<file path="src/rtl/write_through_buffer_pkg.sv">
// Shared defaults and helper types for the write-through buffer.
package write_through_buffer_pkg;

  localparam int unsigned DEF_FE_ADDR_W = 32;
  localparam int unsigned DEF_FE_DATA_W = 32;
  localparam int unsigned DEF_DEPTH_W   = 2;
  localparam int unsigned BYTE_W        = 8;

  // Occupancy change for one cycle, encoded as {push, pop}.
  typedef enum logic [1:0] {
    LVL_HOLD = 2'b00,
    LVL_DEC  = 2'b01,
    LVL_INC  = 2'b10,
    LVL_BOTH = 2'b11
  } lvl_op_e;

endpackage

</file>
<file path="src/rtl/write_through_buffer_mem.sv">
// Entry storage: one synchronous write port with per-field enables, one async read port,
// plus every stored address flattened for the hazard compare.
module write_through_buffer_mem
  import write_through_buffer_pkg::*;
#(
  parameter int unsigned ADDR_W  = 30,
  parameter int unsigned DATA_W  = 32,
  parameter int unsigned NBYTES  = DATA_W / 8,
  parameter int unsigned DEPTH_W = 2
) (
  input  logic                              clk,
  input  logic                              i_we,
  input  logic [DEPTH_W-1:0]                i_widx,
  input  logic                              i_addr_we,
  input  logic [NBYTES-1:0]                 i_byte_we,
  input  logic                              i_strb_merge,
  input  logic [ADDR_W-1:0]                 i_addr,
  input  logic [DATA_W-1:0]                 i_data,
  input  logic [NBYTES-1:0]                 i_strb,
  input  logic [DEPTH_W-1:0]                i_ridx,
  output logic [ADDR_W-1:0]                 o_addr,
  output logic [DATA_W-1:0]                 o_data,
  output logic [NBYTES-1:0]                 o_strb,
  output logic [(2**DEPTH_W)*ADDR_W-1:0]    o_addr_flat
);

  localparam int unsigned DEPTH = 2 ** DEPTH_W;

  logic [ADDR_W-1:0] r_addr [DEPTH];
  logic [DATA_W-1:0] r_data [DEPTH];
  logic [NBYTES-1:0] r_strb [DEPTH];

  // Contents are don't-care after reset, so storage carries no reset.
  always_ff @(posedge clk) begin
    if (i_we) begin
      if (i_addr_we) r_addr[i_widx] <= i_addr;
      for (int b = 0; b < int'(NBYTES); b++) begin
        if (i_byte_we[b]) r_data[i_widx][b*BYTE_W +: BYTE_W] <= i_data[b*BYTE_W +: BYTE_W];
      end
      r_strb[i_widx] <= i_strb_merge ? (r_strb[i_widx] | i_strb) : i_strb;
    end
  end

  assign o_addr = r_addr[i_ridx];
  assign o_data = r_data[i_ridx];
  assign o_strb = r_strb[i_ridx];

  always_comb begin
    o_addr_flat = '0;
    for (int i = 0; i < int'(DEPTH); i++) begin
      o_addr_flat[i*ADDR_W +: ADDR_W] = r_addr[i];
    end
  end

endmodule

</file>
<file path="src/rtl/write_through_buffer.sv">
// Write-through FIFO in front of the native write channel with youngest-entry merging
// and a read-after-write hazard flag.
module write_through_buffer
  import write_through_buffer_pkg::*;
#(
  parameter int unsigned FE_ADDR_W = DEF_FE_ADDR_W,
  parameter int unsigned FE_DATA_W = DEF_FE_DATA_W,
  parameter int unsigned FE_NBYTES = FE_DATA_W / 8,
  parameter int unsigned FE_BYTE_W = $clog2(FE_NBYTES),
  parameter int unsigned DEPTH_W   = DEF_DEPTH_W
) (
  input  logic                         clk,
  input  logic                         reset,
  input  logic                         wr_valid,
  input  logic [FE_ADDR_W-1:FE_BYTE_W] wr_addr,
  input  logic [FE_DATA_W-1:0]         wr_wdata,
  input  logic [FE_NBYTES-1:0]         wr_wstrb,
  output logic                         wr_ready,
  output logic                         out_valid,
  output logic [FE_ADDR_W-1:FE_BYTE_W] out_addr,
  output logic [FE_DATA_W-1:0]         out_wdata,
  output logic [FE_NBYTES-1:0]         out_wstrb,
  input  logic                         out_ready,
  input  logic [FE_ADDR_W-1:FE_BYTE_W] rd_addr,
  output logic                         rd_hazard,
  output logic                         empty,
  output logic                         full,
  output logic [DEPTH_W:0]             level
);

  localparam int unsigned AW      = FE_ADDR_W - FE_BYTE_W;
  localparam int unsigned DEPTH   = 2 ** DEPTH_W;
  localparam int unsigned ENTRY_W = AW + FE_DATA_W + FE_NBYTES;

  logic [DEPTH_W-1:0]  r_rd_ptr, r_wr_ptr;
  logic [DEPTH_W:0]    r_level;
  logic                r_empty, r_full;

  logic [DEPTH_W-1:0]  w_young;
  logic [AW-1:0]       w_ent_addr [DEPTH];
  logic [DEPTH_W-1:0]  w_off [DEPTH];
  logic [DEPTH*AW-1:0] w_addr_flat;
  logic                w_merge, w_push, w_pop;
  logic [DEPTH_W:0]    w_level_nxt;
  lvl_op_e             w_op;

  assign w_young = r_wr_ptr - DEPTH_W'(1);
  assign w_merge = wr_valid & ~r_full & (r_level >= (DEPTH_W+1)'(2))
                 & (wr_addr == w_ent_addr[w_young]);
  assign w_push  = wr_valid & ~r_full & ~w_merge;
  assign w_pop   = out_ready & ~r_empty;
  assign w_op    = lvl_op_e'({w_push, w_pop});

  always_comb begin
    w_level_nxt = r_level;
    case (w_op)
      LVL_INC:  w_level_nxt = r_level + (DEPTH_W+1)'(1);
      LVL_DEC:  w_level_nxt = r_level - (DEPTH_W+1)'(1);
      LVL_HOLD: w_level_nxt = r_level;
      LVL_BOTH: w_level_nxt = r_level;
      default:  w_level_nxt = r_level;
    endcase
  end

  // Pointers, level and the registered full/empty flags.
  always_ff @(posedge clk or negedge reset) begin
    if (!reset) begin
      r_rd_ptr <= '0;
      r_wr_ptr <= '0;
      r_level  <= '0;
      r_empty  <= 1'b1;
      r_full   <= 1'b0;
    end else begin
      if (w_push) r_wr_ptr <= r_wr_ptr + DEPTH_W'(1);
      if (w_pop)  r_rd_ptr <= r_rd_ptr + DEPTH_W'(1);
      r_level <= w_level_nxt;
      r_empty <= (w_level_nxt == '0);
      r_full  <= (w_level_nxt == (DEPTH_W+1)'(DEPTH));
    end
  end

  write_through_buffer_mem #(
    .ADDR_W  (AW),
    .DATA_W  (FE_DATA_W),
    .NBYTES  (FE_NBYTES),
    .DEPTH_W (DEPTH_W)
  ) u_mem (
    .clk          (clk),
    .i_we         (w_push | w_merge),
    .i_widx       (w_merge ? w_young : r_wr_ptr),
    .i_addr_we    (w_push),
    .i_byte_we    (w_push ? {FE_NBYTES{1'b1}} : wr_wstrb),
    .i_strb_merge (w_merge),
    .i_addr       (wr_addr),
    .i_data       (wr_wdata),
    .i_strb       (wr_wstrb),
    .i_ridx       (r_rd_ptr),
    .o_addr       (out_addr),
    .o_data       (out_wdata),
    .o_strb       (out_wstrb),
    .o_addr_flat  (w_addr_flat)
  );

  // An entry is occupied when its distance from the head is below the level.
  always_comb begin
    rd_hazard = 1'b0;
    for (int i = 0; i < int'(DEPTH); i++) begin
      w_ent_addr[i] = w_addr_flat[i*AW +: AW];
      w_off[i]      = DEPTH_W'(i) - r_rd_ptr;
      if (({1'b0, w_off[i]} < r_level) && (w_ent_addr[i] == rd_addr)) rd_hazard = 1'b1;
    end
  end

  assign wr_ready  = ~r_full;
  assign out_valid = ~r_empty;
  assign empty     = r_empty;
  assign full      = r_full;
  assign level     = r_level;

  logic unused_entry_w;
  assign unused_entry_w = ^(ENTRY_W);

endmodule

</file>
<file path="config.mk">
export PLATFORM = sky130hd
export DESIGN_NAME = write_through_buffer
export DESIGN_NICKNAME = d
export VERILOG_FILES = /design/src/rtl/write_through_buffer_pkg.sv /design/src/rtl/write_through_buffer_mem.sv /design/src/rtl/write_through_buffer.sv
export SDC_FILE = /design/constraint.sdc
export NUM_CORES = 1
export LEC_CHECK = 0
export ABC_AREA = 1
export ABC_CLOCK_PERIOD_IN_PS = 6700
export BUFFER_PORTS_ARGS = -buffer_cell sky130_fd_sc_hd__buf_2
export CAP_MARGIN = 20
export CORE_UTILIZATION = 35
export CTS_BUF_LIST = sky130_fd_sc_hd__clkbuf_4
export CTS_CLUSTER_SIZE = 8
export DETAILED_ROUTE_END_ITERATION = 16
export GPL_TIMING_DRIVEN = 0
export HOLD_SLACK_MARGIN = 0.05
export PLACE_DENSITY = 0.62
export SLEW_MARGIN = 20
export SYNTH_ARGS = -nofsm -noshare
export SYNTH_HDL_FRONTEND = slang
export SYNTH_HIERARCHICAL = 1
export SYNTH_SLANG_ARGS = --single-unit
export TNS_END_PERCENT = 50
</file>
<file path="constraint.sdc">
create_clock -name clk -period 6.7 [get_ports clk]
set_input_delay 0.335 -clock clk [delete_from_list [all_inputs] [get_ports clk]]
set_output_delay 0.335 -clock clk [all_outputs]
set_load 0.005 [all_outputs]
</file>
=== Word-level counts from Yosys, hierarchy flattened ===
Memory sizes are Yosys's and may differ from the RTL's.
Index checks and enable logic that the tools add are counted.

* Magnitude comparators: 6
* Equal/unequal tests: 9
* Multiplexer cells: 28
* Bitwise gates (word level): 11
* Reductions and logical operators: 7
* $add $sub $neg: 9

{| class="wikitable"
|+ Operator list
! operator !! number
|-
| equality test 30 bit || 5
|-
| binary-select mux 30 bit (select 2 bit) || 1
|-
| 2-to-1 mux 30 bit || 2
|-
| 2-to-1 mux 1 bit || 21
|-
| less-than comparator 2 x 3 -> 1 bit || 4
|-
| case mux 3 bit (3 select lines) || 1
|-
| 2-to-1 mux 4 bit || 2
|-
| bitwise AND 1 bit || 5
|-
| adder 2 x 1 -> 2 bit (second input constant) || 2
|-
| equality test 2 bit (second input constant) || 2
|-
| logical AND 1 bit || 4
|-
| OR 4 bit || 1
|-
| subtractor 1 x 2 -> 2 bit (first input constant) || 2
|-
| subtractor 2 bit (first input constant) || 2
|-
| adder 3 x 1 -> 3 bit (second input constant) || 1
|-
| equality test 3 bit (second input constant) || 1
|-
| greater-or-equal comparator 3 x 2 -> 1 bit (second input constant) || 1
|-
| greater-or-equal comparator 3 bit (second input constant) || 1
|-
| logical NOT 3 bit || 1
|-
| inverter 1 bit || 3
|-
| inverter 2 -> 3 bit || 1
|-
| subtractor 3 x 1 -> 3 bit (second input constant) || 1
|-
| equality test 2 x 1 -> 1 bit (second input constant) || 1
|-
| logical NOT 2 bit || 1
|-
| other kinds (4) || 4
|}

* Input port bits: 100
* Flip-flop bits (word level): 9
* RAM bits: 264
* Memories: 3
* Word-level logic and storage cells: 78
* Output and inout bits: 74

{| class="wikitable"
|+ Memories
! name !! words !! width !! read ports !! clocked after memory_dff !! write ports !! RTL line !! text
|-
| u_mem.r_data || 4 || 32 || 1 || 0 || 1 || write_through_buffer_mem.sv:30 || <nowiki>logic [DATA_W-1:0] r_data [DEPTH];</nowiki>
|-
| u_mem.r_addr || 4 || 30 || 5 || 0 || 1 || write_through_buffer_mem.sv:29 || <nowiki>logic [ADDR_W-1:0] r_addr [DEPTH];</nowiki>
|-
| u_mem.r_strb || 4 || 4 || 2 || 0 || 1 || write_through_buffer_mem.sv:31 || <nowiki>logic [NBYTES-1:0] r_strb [DEPTH];</nowiki>
|}

=== Longest topological paths before layout ===
* Depth after elaboration: 13
* Mapped depth: 24
* Depth with buffers taken out: 23

=== Modules after synthesis ===
The synthesis kept the hierarchy.

{| class="wikitable"
|+ By module, submodules not included
! module !! area an instance (µm²) !! sequential area each (µm²) !! instances !! cells an instance
|-
| write_through_buffer_mem || 10701.5 || 7927.6 || 1 || 726
|-
| write_through_buffer || 4045.1 || 226.5 || 1 || 805
|}

=== Least setup slack after synthesis ===
No wires, ideal clock.

* Kind: reg-to-reg
* Start: register r_wr_ptr[0]
* End: memory u_mem.r_addr[2][0] (enable)
* Setup time: 0.417 ns
* Arrival: 3.534 ns
* Path buffers: 3
* Slack: 2.749 ns
* Required time: 6.283 ns
* Clock period less this slack: 3.951 ns
* Cell stages (with the launch flop): 21
* Cell sequence: dfrtp_1 buf_4 inv_4 nand2_4 nand2_4 inv_4 buf_4 nand2_1 nand3b_1 nand2_1 nand2_1 nor2_1 nand2_1 nor2_1 nand2_2 o21ai_1 clkbuf_1 inv_2 nor2_1 nand2_1 nor2_1

* Cells in the longest elaborated chain, start to end: 12
* Elaborated cells on any way between the ends: 14
* Classes of those cells: 1 x add/sub; 1 x eq/ne; 7 x mux; 5 x bitwise

{| class="wikitable"
|+ RTL lines
! element !! RTL line !! text
|-
| start, declared || write_through_buffer.sv:35 || <nowiki>logic [DEPTH_W-1:0] r_rd_ptr, r_wr_ptr;</nowiki>
|-
| start signal, assigned || write_through_buffer.sv:74 || <nowiki>if (w_push) r_wr_ptr <= r_wr_ptr + DEPTH_W'(1);</nowiki>
|-
| subtractor 2 x 1 -> 2 bit || write_through_buffer.sv:47 || <nowiki>assign w_young = r_wr_ptr - DEPTH_W'(1);</nowiki>
|-
| inverter 2 -> 3 bit (implied by the code) || write_through_buffer.sv:49 || <nowiki>& (wr_addr == w_ent_addr[w_young]);</nowiki>
|-
| binary-select mux 30 bit (select 2 bit) || write_through_buffer.sv:49 ||
|-
| 2-to-1 mux 30 bit (implied by the code) (2 in a row) || write_through_buffer.sv:49 ||
|-
| equality test 30 bit || write_through_buffer.sv:49 ||
|-
| bitwise AND 1 bit || write_through_buffer.sv:49 ||
|-
| inverter 1 bit || write_through_buffer.sv:50 || <nowiki>assign w_push = wr_valid & ~r_full & ~w_merge;</nowiki>
|-
| bitwise AND 1 bit || write_through_buffer.sv:50 ||
|-
| 2-to-1 mux 1 bit or OR 1 bit (tied branches) || write_through_buffer_mem.sv:36, write_through_buffer.sv:89 ||
|-
| 2-to-1 mux 1 bit || write_through_buffer_mem.sv:35 || <nowiki>if (i_we) begin</nowiki>
|-
| 2-to-1 mux 1 bit (implied by the code) || write_through_buffer_mem.sv:36 || <nowiki>if (i_addr_we) r_addr[i_widx] <= i_addr;</nowiki>
|-
| end, declared || write_through_buffer_mem.sv:29 ||
|}

Several ways; a longest one is shown, not always the timed one. The select of a mux whose other input is x is not followed.

=== Worst setup path after layout ===
* Start: register r_wr_ptr[0]
* End: memory u_mem.r_data[3][3] (enable)

* Cells in the longest elaborated chain, start to end: 13
* Elaborated cells on any way between the ends: 15
* Classes of those cells: 1 x add/sub; 1 x eq/ne; 8 x mux; 5 x bitwise

{| class="wikitable"
|+ RTL lines
! element !! RTL line !! text
|-
| subtractor 2 x 1 -> 2 bit || write_through_buffer.sv:47 ||
|-
| inverter 2 -> 3 bit (implied by the code) || write_through_buffer.sv:49 ||
|-
| binary-select mux 30 bit (select 2 bit) || write_through_buffer.sv:49 ||
|-
| 2-to-1 mux 30 bit (implied by the code) (2 in a row) || write_through_buffer.sv:49 ||
|-
| equality test 30 bit || write_through_buffer.sv:49 ||
|-
| bitwise AND 1 bit || write_through_buffer.sv:49 ||
|-
| inverter 1 bit || write_through_buffer.sv:50 ||
|-
| bitwise AND 1 bit || write_through_buffer.sv:50 ||
|-
| 2-to-1 mux 4 bit || write_through_buffer.sv:92 || <nowiki>.i_byte_we (w_push ? {FE_NBYTES{1'b1}} : wr_wstrb),</nowiki>
|-
| 2-to-1 mux 1 bit || write_through_buffer_mem.sv:38 || <nowiki>if (i_byte_we[b]) r_data[i_widx][b*BYTE_W +: BYTE_W] <= i_data[b*BYTE_W +: BYTE_W];</nowiki>
|-
| 2-to-1 mux 1 bit || write_through_buffer_mem.sv:35 ||
|-
| 2-to-1 mux 1 bit (implied by the code) || write_through_buffer_mem.sv:38 ||
|-
| end, declared || write_through_buffer_mem.sv:30 ||
|}

Several ways; a longest one is shown, not always the timed one. The select of a mux whose other input is x is not followed.

==> results.py <==
metrics = {
    "die": {
        "start_util_pct": 35.8,
        "ios": 174,
        "die-width_um": 207,
        "num_rows": 74,
        "die-area_um2": 43000,
        "coreArea_um2": 41200,
        "die_y_um": 207,
    },
    "clock_tree": {
        "cts_sinks": 273,
        "clk_path_buf_depth": 3,
        "cts_buffers": 78,
        "path_clk_slew_ns": 0.06,
        "tritoncts": "built",
        "htree_num_levels": 3,
        "post_cts_buffers": 0,
        "clk_latency_ns": 0.80,
        "cts-resized-gates": 0,
        "clock-root-buffer": "clkbuf_4",
    },
    "placement": {
        "port-buffer-count": 162,
        "place_area_um2": 16400,
        "post-dp-hpwl_mm": 33.1,
        "finalWeightedCongestion": 0.951,
    },
    "yosys": {
        "ys_ff_latch": 273,
        "syn_inst": 1531,
        "yosysWarnings": 6,
        "syn_area_um2": 14700,
        "syn_nets": 1637,
        "ys_types": 35,
        "syn-mean-instance-area_um2": 9.63,
        "seq_area_frac_synth_pct": 55.3,
    },
    "timing": {
        "tightest_slew_ns": 0.993,
        "max_freq_mhz": 211,
        "worst_hold_slack_ns": 0.188,
        "tns_ns": 0,
        "layout_min_cycle_time_ns": 4.73,
        "relSlewSlack_pct": 33.8,
        "slew_viol_final": 0,
        "period_share_pct": 70.6,
        "clock_skew_ns": 0.0519,
        "final_hold_viol_count": 0,
        "rsz0062_at_grt": "no",
        "finalSetupViolations": 0,
    },
    "route": {
        "wire_per_inst_um": 19.5,
        "route.vias.total": 12345,
        "vias_per_cell": 5.07,
        "wirelength_mm": 47.6,
        "drtAntennaViolNets": 0,
        "route.detailed.drc": 0,
        "firstDrtPassIters": 7,
        "drt_iter0_markers": 1090,
    },
    "setup_path": {
        "critPathTopFamily": "simple AND/OR/NAND/NOR gates",
        "path_max_fanout": 10,
        "crit_path_frequent_cell": "nand2_1",
        "arrival_ns": 5.12,
        "critical_path.cell_chain": "buf_4, inv_4, clkbuf_1, o21ai_0, nand2_1, nand3b_1, nand2_1, nand2_1, nor2_1, nand2_1, nor2_1, nand2_2, o21ai_1, clkbuf_1, nand3_1, nor2_1",
        "required_ns": 7.09,
        "slowest_delay_ns": 0.85,
        "cp-start-kind": "flip-flop",
        "end_kind": "flip-flop",
        "critPathKind": "flip-flop to flip-flop",
        "crit_buf_inv": 4,
        "critical_path.slowest_cell": "nor2_1",
    },
    "global_route": {
        "grt_antenna_before_repair": 3,
        "gr-total-overflow": 0,
        "grt_start_max_net_pins": 20,
        "grt_pass1_wl_mm": 71.9,
        "grt_pass1_vias": 12410,
        "grtUsageTotal_pct": 22.2,
    },
    "pwr": {
        "power_density_nw_per_um2": 405,
        "leakage_nw": 7.38,
        "vdd_drop_max_mv": 0.273,
        "total_power_mw": 7.32,
    },
    "min_path": {
        "min-delay-path-class": "input pin to flip-flop",
    },
    "outcome": {
        "status": "finished clean",
    },
    "final_layout": {
        "nNetsFinal": 1953,
        "area_delta_synth_final_pct": 22.4,
        "final_area_um2": 18100,
        "final_util_pct": 43.8,
        "drive_gt1_share_pct": 23.0,
    },
    "job": {
        "drv_cap": 0,
    },
}
## layer usage
layer	global-route usage (%)	up-vias	part of all wire, %
li1	-	5860	-
met2	36.1	585	47
met3	5.49	93	9.2
met1	28.7	5805	42
met5	0	-	0.025
met4	7.98	2	2.4
## logic make-up (layout without fill, tap and decap cells)
| kind of cell | after synthesis | in the layout | synth area share, % |
|---|---|---|---|
| and+or+nand+nor | 739 | 739 | 22.5 |
| DFF | 273 | 273 | 55.3 |
| AOI/OAI and AO/OA | 238 | 238 | 10.5 |
| buffers and inverters | 190 | 562 | 6.03 |
| xor gates and xnor gates | 85 | 85 | 5.05 |
| adders and majority gates | 6 | 6 | 0.560 |
| other | 0 | 2 | 0 |
## final timing paths
check / end / slack (ns) / from / cells past startpoint
max: u_mem/r_data[3][3] / 1.97 / r_wr_ptr[0] / 16
min: r_wr_ptr[1] / 0.19 / wr_valid / 5
max reg2reg: u_mem/r_data[3][3] / 1.97 / r_wr_ptr[0] / 16
min reg2reg: r_wr_ptr[1] / 0.60 / r_wr_ptr[1] / 2
max in group asynchronous: level[0] / 5.27 / reset / 4
min in group asynchronous: empty / 0.57 / reset / 3
## through the flow
step / std cells / worst slack (ns)
after detailed placement: 2229 / 2.19
after global placement: 2225 / 0.231
final: 2437 / 1.97
after CTS: 2435 / 2.13
after floorplan: 1531 / 2.75
after global routing: 2437 / 1.69
## worst min-delay path, stage by stage
cell and delay [ns]:
buf_2 0.09, nand2_1 0.13, inv_1 0.19, nand3_1 0.13
nand2_1 0.05
## cells in the mapped netlist
cell / instances / area share, %
nand2_1: 378 / 9.6
nand2_2: 2 / 0.085
o21ai_2: 4 / 0.24
buf_4: 5 / 0.25
inv_1: 112 / 2.9
o21ai_1: 12 / 0.41
nor4_1: 10 / 0.42
nor3_1: 11 / 0.37
nor2_4: 40 / 3.1
buf_6: 5 / 0.38
dfrtp_1: 8 / 1.4
nand2_4: 3 / 0.23
ha_1: 5 / 0.42
buf_2: 23 / 0.78
a21oi_1: 10 / 0.34
dfstp_2: 1 / 0.18
nor3b_1: 1 / 0.051
o22ai_1: 26 / 1.1
nand3b_1: 12 / 0.61
buf_12: 5 / 0.68
inv_2: 3 / 0.076
or2_2: 7 / 0.30
xor2_1: 37 / 2.2
inv_4: 2 / 0.085
o2111ai_1: 4 / 0.24
o21ai_0: 142 / 4.8
clkbuf_1: 34 / 0.87
nand3_1: 44 / 1.5
edfxtp_1: 264 / 54
inv_6: 1 / 0.059
nand4_1: 24 / 1.0
fa_1: 1 / 0.14
nor2_1: 207 / 5.3
o22ai_2: 40 / 3.4
xnor2_1: 48 / 2.9
## layout by cell type (no fill, tap or decap), types with 6 or more instances in the layout
cell type and n:
nand2_1 378, edfxtp_1 264, nor2_1 203, buf_2 185, o21ai_0 142, clkbuf_4 115, inv_1 112, dlygate4sd3_1 70
xnor2_1 48, nand3_1 44, nor2_4 44, o22ai_2 40, xor2_1 37, clkbuf_1 34, o22ai_1 26, nand4_1 24
o21ai_1 12, nand3b_1 12, nor3_1 11, a21oi_1 10, nor4_1 10, clkinv_1 10, dfrtp_1 8, or2_2 7
buf_12 6
## repair_timing
action	in CTS	in global routing
endpoints found under the setup margin	0	0
hold buffers	70	0
endpoints found under the hold margin	275	0
## sequential cells by signal (all words and copies together) (netlist names)
signal	flops
empty	1
u_mem/r_addr	120
r_rd_ptr	2
r_wr_ptr	2
u_mem/r_strb	16
full	1
u_mem/r_data	128
level	3
## final cells by class
class                      instances  area, um2
tap                              532        666
timing repair buffer             236       1610
multi-input combinational       1068       5730
sequential                       273       8150
inverter                         118        453
buffer                            72        437
clock inverter                    21        130
fill                            3977      23100
clock buffer                     115        863
antenna                            2       5.00
## where the power goes
group	internal, mW	switching [mW]
Sequential	2.11	0.131
Combinational	1.16	2.34
Clock	0.828	0.749
Total	4.10	3.22
Power figures use the tool's default switching activity.
